## config.mk

```make
export PLATFORM = sky130hd
export DESIGN_NAME = taus_combined_gen
export DESIGN_NICKNAME = d
export VERILOG_FILES = /design/src/rtl/taus_combined_gen.sv
export SDC_FILE = /design/constraint.sdc
export NUM_CORES = 1
export LEC_CHECK = 0
export CORE_ASPECT_RATIO = 0.75
export CORE_MARGIN = 2
export CORE_UTILIZATION = 60
export CTS_BUF_LIST = sky130_fd_sc_hd__clkbuf_2
export DETAILED_ROUTE_END_ITERATION = 12
export PLACE_DENSITY = 0.91
export SYNTH_ARGS = -nofsm -noshare
export SYNTH_HDL_FRONTEND = slang
export SYNTH_SLANG_ARGS = --single-unit
```

## constraint.sdc

```tcl
create_clock -name clk -period 8.7 [get_ports clk]
set_clock_uncertainty 0.2 [all_clocks]
set_input_delay 2.61 -clock clk [delete_from_list [all_inputs] [get_ports clk]]
set_output_delay 2.61 -clock clk [all_outputs]
set_load 0.01 [all_outputs]
```

## src/rtl/taus_combined_gen.sv

```systemverilog
// Combined Tausworthe generator: NCOMP shift-register components XOR-combined into one word,
// with a serial reseed port (degenerate-seed substitution) and a valid/ready output register.
module taus_combined_gen #(
  parameter int WIDTH = 32,
  parameter int NCOMP = 3,
  parameter logic [NCOMP*WIDTH-1:0] SEEDS  = {32'd128, 32'd128, 32'd128},
  parameter logic [NCOMP*WIDTH-1:0] CONSTS = {32'hFFFFFFF0, 32'hFFFFFFF8, 32'hFFFFFFFE},
  parameter logic [NCOMP*6-1:0] SHIFT_L1 = {6'd3, 6'd2, 6'd13},
  parameter logic [NCOMP*6-1:0] SHIFT_R  = {6'd11, 6'd25, 6'd19},
  parameter logic [NCOMP*6-1:0] SHIFT_L2 = {6'd17, 6'd4, 6'd12}
) (
  input  logic             clk,
  input  logic             rst,
  input  logic             seed_valid,
  output logic             seed_ready,
  input  logic [WIDTH-1:0] seed_data,
  output logic             out_valid,
  input  logic             out_ready,
  output logic [WIDTH-1:0] out_data,
  output logic             seed_err
);

  // Handshake: a word moves on any edge where valid && ready are both high. seed_ready is
  // always high; out_valid stays up with out_data frozen until out_ready takes the word.

  if (WIDTH < 8 || WIDTH > 64) begin : g_bad_width
    $error("taus_combined_gen: WIDTH must be 8..64");
  end
  if (NCOMP < 1 || NCOMP > 4) begin : g_bad_ncomp
    $error("taus_combined_gen: NCOMP must be 1..4");
  end
  for (genvar g = 0; g < NCOMP; g++) begin : g_chk
    if (int'(SHIFT_L1[g*6 +: 6]) >= WIDTH || int'(SHIFT_R[g*6 +: 6]) >= WIDTH ||
        int'(SHIFT_L2[g*6 +: 6]) >= WIDTH) begin : g_bad_shift
      $error("taus_combined_gen: shift amount must be below WIDTH");
    end
  end

  typedef enum logic {RUN, LOAD} state_t;

  localparam logic [2:0] LAST = 3'(NCOMP - 1);

  state_t           state;
  logic [2:0]       cnt;
  logic [2:0]       load_idx;
  logic [WIDTH-1:0] comp_s   [NCOMP];
  logic [WIDTH-1:0] next_s   [NCOMP];
  logic [WIDTH-1:0] seed_sub [NCOMP];
  logic [NCOMP-1:0] seed_deg;
  logic             deg_sel;
  logic [WIDTH-1:0] next_word;

  assign seed_ready = (state == RUN) || (state == LOAD);
  // The first word of a load always targets component 0, regardless of the stale counter.
  assign load_idx   = (state == RUN) ? 3'd0 : cnt;

  always_comb begin
    next_word = '0;
    deg_sel   = 1'b0;
    for (int k = 0; k < NCOMP; k++) begin
      next_s[k] = (((comp_s[k] << SHIFT_L1[k*6 +: 6]) ^ comp_s[k]) >> SHIFT_R[k*6 +: 6]) ^
                  ((comp_s[k] & CONSTS[k*WIDTH +: WIDTH]) << SHIFT_L2[k*6 +: 6]);
      seed_deg[k] = (seed_data & CONSTS[k*WIDTH +: WIDTH]) == '0;
      seed_sub[k] = seed_deg[k] ? SEEDS[k*WIDTH +: WIDTH] : seed_data;
      next_word   = next_word ^ next_s[k];
      if (load_idx == 3'(k)) deg_sel = seed_deg[k];
    end
  end

  always_ff @(posedge clk or posedge rst) begin
    if (rst) begin
      for (int k = 0; k < NCOMP; k++) comp_s[k] <= SEEDS[k*WIDTH +: WIDTH];
      state     <= RUN;
      cnt       <= 3'd0;
      out_valid <= 1'b0;
      out_data  <= '0;
      seed_err  <= 1'b0;
    end else if (seed_valid) begin
      for (int k = 0; k < NCOMP; k++) begin
        if (load_idx == 3'(k)) comp_s[k] <= seed_sub[k];
      end
      // Accepting a seed drops any pending word; a same-edge out_ready still consumed it.
      out_valid <= 1'b0;
      seed_err  <= ((state == LOAD) && seed_err) || deg_sel;
      if (load_idx == LAST) begin
        state <= RUN;
        cnt   <= 3'd0;
      end else begin
        state <= LOAD;
        cnt   <= load_idx + 3'd1;
      end
    end else if (state == RUN && (!out_valid || out_ready)) begin
      for (int k = 0; k < NCOMP; k++) comp_s[k] <= next_s[k];
      out_data  <= next_word;
      out_valid <= 1'b1;
    end
  end

endmodule

```

; Word level (Yosys, flattened, before mapping)
; Cells that the tools add are included.
[totals]
register_bits = 134
output_inout_bits = 35
word_cells = 54
[op_classes]
add_sub_neg = 1
n_eq_ne = 5
mux = 16
n_bitwise = 10
reduce_logical = 14
[op_table]
columns = cell, n
row1 = 32-bit two-way mux, 6
row2 = 96-bit two-way mux, 2
row3 = 32-bit XOR, 5
row4 = 32-bit logical NOT, 3
row5 = 13-bit by 32-bit XOR with 32-bit output, 1
row6 = 21-bit by 32-bit XOR with 32-bit output, 1
row7 = 7-bit by 32-bit XOR with 32-bit output, 1
row8 = 2-bit AND reduction, 4
row9 = 1-bit two-way mux, 6
row10 = 3-bit two-way mux, 2
row11 = 2-bit by 1-bit inequality test with 1-bit output (second input constant), 3
row12 = 3-bit by 1-bit adder with 3-bit output (second input constant), 1
row13 = 3-bit by 1-bit == test with 1-bit output (second input constant), 1
row14 = 3-bit by 2-bit == test with 1-bit output (second input constant), 1
row15 = 3-bit logical NOT, 1
row16 = 1-bit logical AND, 2
row17 = 1-bit logical OR, 2
row18 = 1-bit NOT, 2
row19 = 2-bit nonzero test, 1
row20 = 1-bit logical NOT, 1

; Logic depth before layout (Yosys ltp)
; Gate-level depths: netlist of run 1.
[depth]
word_depth = 6
depth_mapped = 7
mapped_depth_nobuf = 4

; Worst setup path after synthesis of run 1
; OpenSTA, ideal clock, no wires.
[synth_timing]
path_kind = input to register
start = in out_ready
end = reg comp_s[65] (netlist bit)
setup_ps = 125
t_arrival_ps = 3686
t_required_ps = 8375
path_slack_ps = 4689
cell_stages = 5
path_buffers = 1
cell_sequence = nor2b_1 o21ai_2 nand2_2 buf_6 mux2_4
[synth_via]
elab_chain_len = 4
[synth_rtl]
columns = element, line_no
row1 = start: declaration, 18  ; input logic out_ready,
row2 = 1-bit logical OR, 92  ; end else if (state == RUN && (!out_valid || out_ready)) begin
row3 = 1-bit logical AND, 92
row4 = 2-bit nonzero test (no line), -
row5 = 2-bit AND reduction (no line), -
row6 = end signal: indexed assignment, 80  ; if (load_idx == 3'(k)) comp_s[k] <= seed_sub[k];
row7 = end: declaration, 46  ; logic [WIDTH-1:0] comp_s [NCOMP];
; Every way passes these cells.
; A chain may end at the register's enable or synchronous reset.

; Final worst setup path of run 1
[layout_timing]
start = reg out_valid
end = out out_valid
[layout_rtl]
columns = element, line_no
row1 = start: declaration, 17  ; output logic out_valid,
row2 = start signal: assignment, 75  ; out_valid <= 1'b0;
row3 = start signal: assignment, 83  ; out_valid <= 1'b0;
row4 = start signal: assignment, 95  ; out_valid <= 1'b1;
; No word-level cell between the ends.

==> results.sh, run 1 <==
export IMPL_hold_ws_ps=302.3
export IMPL_synthTopCellsByCount="dfrtp_1 (123), o21ai_0 (84), nand2_1 (73)"
export IMPL_fin_util_pct=69.43
export IMPL_core_area_mm2=0.01086
export IMPL_place_ws_ps=3567
export IMPL_via_per_inst=6.231
export IMPL_finalInstanceArea_mm2=0.007540
export IMPL_avgSynthCellArea_um2=9.935
export IMPL_nNetsFinal=754
export IMPL_max_freq_mhz=221.4
export IMPL_ant_nets=0
export IMPL_io_pins=71
export IMPL_crit_path_max_fanout=4
export IMPL_dpl_cell_area_mm2=0.007343
export IMPL_overflow=0
export IMPL_antenna_found_initial=0
export IMPL_num_rows=33
export IMPL_fin_ws_ps=4183
export IMPL_ys_async_sr_fraction_pct=100.0
export IMPL_drive_gt1_share_pct=7.270
export IMPL_grt_max_degree=78
export IMPL_setup_viol=0
export IMPL_syn_nets=707
export IMPL_slowest_stage="clkdlybuf4s50_1"
export IMPL_status="finished clean"
export IMPL_die_y_um=95.29
export IMPL_die_w_um=125.7
export IMPL_synth_main_ff_cell="dfrtp_1"
export IMPL_cp_startpoint="out_valid$_DFFE_PP0P_"
export IMPL_die_area_mm2=0.01198
export IMPL_fillCellCount=822
export IMPL_synth_cell_types=44
export IMPL_crit_family="buffers and inverters"
export IMPL_clk_latency_ps=730
export IMPL_grt_usage_pct=32.25
export IMPL_htreeDepth=4
export IMPL_p_leak_nw=3.336
export IMPL_grt_pass1_vias=5230
export IMPL_ys_warn_count=0
export IMPL_cp_endpoint="out_valid"
export IMPL_vdd_drop_max_mv=0.2298
export IMPL_grt_pass1_wl_um=28880
export IMPL_relSlewSlack_pct=28.43
export IMPL_start_util_pct=61.39
export IMPL_synth_top_area_share_pct=46.17
export IMPL_syn_area_mm2=0.006666
export IMPL_synth_seq_cells=126
export IMPL_n_antenna_cell=0
export IMPL_power_density_mw_per_mm2=419.0
export IMPL_maxCapViolCount=0
export IMPL_reg2reg_depth=5
export IMPL_tightest_slew_ps=1073
export IMPL_fin_crit_sh_pct=51.92
export IMPL_finalMaxSlewViolations=0
export IMPL_synth_cells=671
export IMPL_start_kind="flip-flop"
export IMPL_hold_class="flip-flop to flip-flop"
export IMPL_crit_path_cell_trace="clkdlybuf4s50_1"
export IMPL_cp_buffers_inverters=1
export IMPL_clk_path_buf_depth=2
export IMPL_postCtsSetupBuffers=0
export IMPL_multi_input_area_mm2=0.003229
export IMPL_seq_area_frac_synth_pct=47.35
export IMPL_cts_root_buffer="clkbuf_2"
export IMPL_cts_buffers=17
export IMPL_drc_errors=0
export IMPL_drt_iter0_drc=781
export IMPL_critPathKind="flip-flop to output pin"
export IMPL_synth_largest_area_cell="dfrtp_1"
export IMPL_slowest_delay_ps=550
export IMPL_synthTopCellsByArea="dfrtp_1 (46%), mux2i_1 (9.6%), xnor2_1 (7.4%), xor2_1 (6.4%), o21ai_0 (6.3%)"
export IMPL_dp_final_hpwl_um=12930
export IMPL_ctsHoldBuffers=0
export IMPL_ff_latch_area_mm2=0.003157
export IMPL_areaGrowthSynthToFinish_pct=13.10
export IMPL_finalSetupTns_ps=0
export IMPL_wirelength_um=18360
export IMPL_clk_pin_slew_worst_paths_ps=200
export IMPL_post_synth_top_count_cell="dfrtp_1"
export IMPL_crit_cells=1
export IMPL_cts_tree="yes"
export IMPL_cts_num_sinks=126
export IMPL_rrSetupSlack_ps=6220
export IMPL_first_pass_iters=6
export IMPL_r2r_start="out_valid$_DFFE_PP0P_"
export IMPL_portBuffers=68
export IMPL_cts_repair_resized=0
export IMPL_crit_arrival_ps=1710
export IMPL_crit_required_ps=5890
export IMPL_rr_endpoint="comp_s[79]$_DFFE_PP0P_"
export IMPL_wl_per_cell_um=21.12
export IMPL_place_gp_congestion=1.015
export IMPL_cp_end_kind="output pin"
export IMPL_layout_min_cycle_time_ps=4517
export IMPL_synth_edff_count=0
export IMPL_hold_viol=0
export IMPL_num_vias=5415
export IMPL_rsz0062_at_grt="no"
## metrics by stage
step / power, W / cells
after detailed placement: 0.002780 / 839
after floorplan: 0.002222 / 671
after CTS: 0.003127 / 869
after global placement: 0.002706 / 839
final: 0.003160 / 869
after global routing: 0.003357 / 869
## cell usage in the layout (no fill, tap or decap), types with 3 or more instances in the layout
cell type / count
dfrtp_1: 123
o21ai_0: 84
nand2_1: 73
clkdlybuf4s50_1: 67
mux2i_1: 64
xnor2_1: 56
xor2_1: 49
a21oi_1: 48
nor2_1: 34
clkbuf_2: 19
a31oi_1: 15
inv_1: 12
nand2b_1: 12
buf_4: 8
mux2_2: 7
nor4_1: 7
clkinv_1: 5
nor3_1: 4
clkinv_2: 3
dfstp_2: 3
## state kept, by name (all words and copies together) (netlist names)
signal and flops:
cnt 3, comp_s 88, out_data 32, out_valid 1, seed_err 1, state 1
## cell type report
| class | instances | share of cell area (%) |
|---|---|---|
| Clock inverter | 11 | 1.344 |
| Tap cell | 140 | 2.323 |
| Inverter | 13 | 0.6804 |
| Clock buffer | 19 | 1.261 |
| Sequential cell | 126 | 41.87 |
| Timing Repair Buffer | 75 | 9.691 |
| Multi-Input combinational cell | 485 | 42.83 |
## worst min-delay path by stage
stage,startpoint,end,slack [ps],cells after the start
3_5_place_dp,out_data[24]$_DFFE_PP0P_,out_data[24]$_DFFE_PP0P_,270,2
4_1_cts,out_data[29]$_DFFE_PP0P_,out_data[29]$_DFFE_PP0P_,310,2
3_3_place_gp,out_data[30]$_DFFE_PP0P_,out_data[30]$_DFFE_PP0P_,260,2
5_1_grt,out_data[26]$_DFFE_PP0P_,out_data[26]$_DFFE_PP0P_,340,2
6_report,out_data[20]$_DFFE_PP0P_,out_data[20]$_DFFE_PP0P_,300,2
2_1_floorplan,comp_s[62]$_DFFE_PP0P_,comp_s[62]$_DFFE_PP0P_,270,2
## routing by layer
metal	GRT usage [%]	wire length [um]	vias to the layer above	share of wire, %
li1	-	-	2381	-
met4	13.52	714	0	3.9
met5	0.8403	0	-	0
met3	10.38	2203	70	12
met2	46.80	7888	368	43
met1	45.00	7547	2596	41
## report_power, final
group	switching [W]	internal (W)	total (W)
registers	0.000341	0.000867	0.00121
logic	0.000866	0.000743	0.00161
clock network	0.000218	0.000125	0.000343
total	0.00143	0.00173	0.00316
## cell families (layout without fill, tap and decap cells)
group / after synthesis / in the layout / share of synthesized area (%)
other: 1 / 1 / 0.05625
and+or+nand+nor: 139 / 139 / 8.972
muxes: 73 / 73 / 11.24
xor gates and xnor gates: 105 / 105 / 13.80
DFF: 126 / 126 / 47.35
buffers and inverters: 60 / 118 / 4.279
AOI/OAI and AO/OA: 167 / 167 / 14.30
## worst reg2reg max path: stages, from the launching register on
cell,delay [ps]
dfrtp_1,430
nor2b_1,520
o21ai_2,80
buf_4,300
nand2_2,440
mux2_2,400
Note: power is estimated with default switching activity, not from simulation.
==> inputs of run 2 (changes only) <==
--- a/config.mk
+++ b/config.mk
@@ -7,10 +7,10 @@
 export LEC_CHECK = 0
 export CORE_ASPECT_RATIO = 0.75
 export CORE_MARGIN = 2
-export CORE_UTILIZATION = 60
+export CORE_UTILIZATION = 53
 export CTS_BUF_LIST = sky130_fd_sc_hd__clkbuf_2
 export DETAILED_ROUTE_END_ITERATION = 12
-export PLACE_DENSITY = 0.91
+export PLACE_DENSITY = 0.85
 export SYNTH_ARGS = -nofsm -noshare
 export SYNTH_HDL_FRONTEND = slang
 export SYNTH_SLANG_ARGS = --single-unit
==> constraint.sdc (replaced) <==
create_clock -name clk -period 3.8 [get_ports clk]
set_clock_uncertainty 0.2 [all_clocks]
set_input_delay 1.14 -clock clk [delete_from_list [all_inputs] [get_ports clk]]
set_output_delay 1.14 -clock clk [all_outputs]
set_load 0.01 [all_outputs]
==> results.sh, run 2 (synthesized netlist as in run 1, its figures left out) <==
export IMPL_clk_pin_slew_worst_paths_ps=180
export IMPL_multi_input_area_mm2=0.003229
export IMPL_power_density_mw_per_mm2=949.2
export IMPL_die_area_mm2=0.01350
export IMPL_most_common_layout_cells="dfrtp_1 (123), o21ai_0 (84), nand2_1 (73)"
export IMPL_crit_cells=1
export IMPL_slowest_stage="clkdlybuf4s50_1"
export IMPL_final_common_cell="dfrtp_1"
export IMPL_nNetsFinal=757
export IMPL_rsz0062_at_grt="no"
export IMPL_fin_crit_sh_pct=79.14
export IMPL_tightest_slew_ps=695.3
export IMPL_portBuffers=68
export IMPL_relSlewSlack_pct=53.65
export IMPL_cts_num_sinks=126
export IMPL_crit_required_ps=2460
export IMPL_drt_iter0_drc=719
export IMPL_p_leak_nw=3.347
export IMPL_postCtsSetupBuffers=0
export IMPL_areaGrowthSynthToFinish_pct=13.96
export IMPL_start_kind="flip-flop"
export IMPL_die_w_um=133.5
export IMPL_clk_latency_ps=710
export IMPL_crit_family="buffers and inverters"
export IMPL_r2r_start="cnt[0]$_DFFE_PP0P_"
export IMPL_cts_repair_resized=0
export IMPL_n_antenna_cell=0
export IMPL_max_freq_mhz=332.5
export IMPL_start_util_pct=54.37
export IMPL_antenna_found_initial=0
export IMPL_critPathKind="flip-flop to output pin"
export IMPL_crit_path_cell_trace="clkdlybuf4s50_1"
export IMPL_cp_startpoint="out_valid$_DFFE_PP0P_"
export IMPL_place_gp_congestion=1.003
export IMPL_grt_usage_pct=28.72
export IMPL_vdd_drop_max_mv=0.5012
export IMPL_maxCapViolCount=0
export IMPL_hold_viol=0
export IMPL_grt_pass1_vias=5085
export IMPL_drc_errors=0
export IMPL_rr_endpoint="comp_s[66]$_DFFE_PP0P_"
export IMPL_io_pins=71
export IMPL_crit_arrival_ps=1670
export IMPL_core_area_mm2=0.01226
export IMPL_setup_viol=0
export IMPL_ff_latch_area_mm2=0.003157
export IMPL_cts_tree="yes"
export IMPL_largest_reg_flops=88
export IMPL_num_rows=35
export IMPL_die_y_um=101.1
export IMPL_drive_gt1_share_pct=8.038
export IMPL_power_w=0.007211
export IMPL_first_pass_iters=6
export IMPL_top_register="comp_s"
export IMPL_num_vias=5337
export IMPL_status="finished clean"
export IMPL_clk_path_buf_depth=2
export IMPL_grt_pass1_wl_um=28660
export IMPL_grt_max_degree=127
export IMPL_slowest_delay_ps=550
export IMPL_reg2reg_depth=4
export IMPL_cts_buffers=17
export IMPL_finalMaxSlewViolations=0
export IMPL_overflow=0
export IMPL_cp_endpoint="out_valid"
export IMPL_ant_nets=0
export IMPL_cts_root_buffer="clkbuf_2"
export IMPL_hold_class="flip-flop to flip-flop"
export IMPL_ctsHoldBuffers=0
export IMPL_cp_buffers_inverters=1
export IMPL_cp_end_kind="output pin"
export IMPL_crit_path_max_fanout=4
export IMPL_reg_top3="comp_s: 88 flops, out_data: 32 flops, cnt: 3 flops"
export IMPL_via_per_inst=5.930
export IMPL_fillCellCount=1014
export IMPL_finalSetupTns_ps=0
export IMPL_rrSetupSlack_ps=1460
export IMPL_dp_final_hpwl_um=13140
export IMPL_wirelength_um=18300
export IMPL_layout_min_cycle_time_ps=3007
export IMPL_htreeDepth=4
export IMPL_wl_per_cell_um=20.33
[run 2: cell count changes in the layout (fill, tap and decap cells not counted), sizes merged]
cell / change
clkinv: -2
buf: +3
clkinvlp: +2
bufinv: -1
clkbuf: +4
inv: -1
[run 2: worst min-delay path by stage]
stage	start	to	slack, ps	cells after the start
2_1_floorplan	comp_s[62]$_DFFE_PP0P_	comp_s[62]$_DFFE_PP0P_	270	2
3_3_place_gp	out_data[29]$_DFFE_PP0P_	out_data[29]$_DFFE_PP0P_	260	2
3_5_place_dp	out_data[24]$_DFFE_PP0P_	out_data[24]$_DFFE_PP0P_	270	2
4_1_cts	out_data[24]$_DFFE_PP0P_	out_data[24]$_DFFE_PP0P_	310	2
5_1_grt	out_data[13]$_DFFE_PP0P_	out_data[13]$_DFFE_PP0P_	340	2
6_report	out_data[25]$_DFFE_PP0P_	out_data[25]$_DFFE_PP0P_	300	2
[run 2: per-layer routing]
| metal | vias to the layer above | global-route usage, % | part of all wire (%) |
|---|---|---|---|
| li1 | 2389 | - | - |
| met1 | 2575 | 43.24 | 44 |
| met2 | 336 | 40.13 | 42 |
| met3 | 37 | 8.044 | 11 |
| met4 | 0 | 9.329 | 2.6 |
| met5 | - | 0 | 0 |
[run 2: through the flow]
step / cell area, um2 / worst slack (ps) / utilization (%) / hold slack [ps] / std cells
4_1_cts: 7597 / 759.4 / 61.96 / 305.5 / 900
6_report: 7597 / 792.6 / 61.96 / 296.0 / 900
2_1_floorplan: 6670 / 909.2 / - / 268.9 / 671
3_3_place_gp: 7412 / 544.2 / 60.45 / 259.8 / 868
3_5_place_dp: 7412 / 493.5 / 60.45 / 269.8 / 868
5_1_grt: 7597 / 714.4 / 61.96 / 340.2 / 900
[run 2: power by group]
| group | total, W | switching [W] | leakage [nW] | internal, W |
|---|---|---|---|---|
| combinational | 0.00371 | 0.00200 | 1.74 | 0.00171 |
| clock | 0.000732 | 0.000491 | 0.124 | 0.000241 |
| sequential | 0.00277 | 0.000789 | 1.48 | 0.00198 |
| total | 0.00721 | 0.00328 | 3.35 | 0.00393 |
[run 2: area by class of cell]
type	count	share of cell area (%)
inverter	13	0.6917
multi-input combinational	485	42.51
tap	166	2.734
clock inverter	9	0.9223
timing repair buffer	78	10.08
clock buffer	23	1.515
sequential	126	41.55
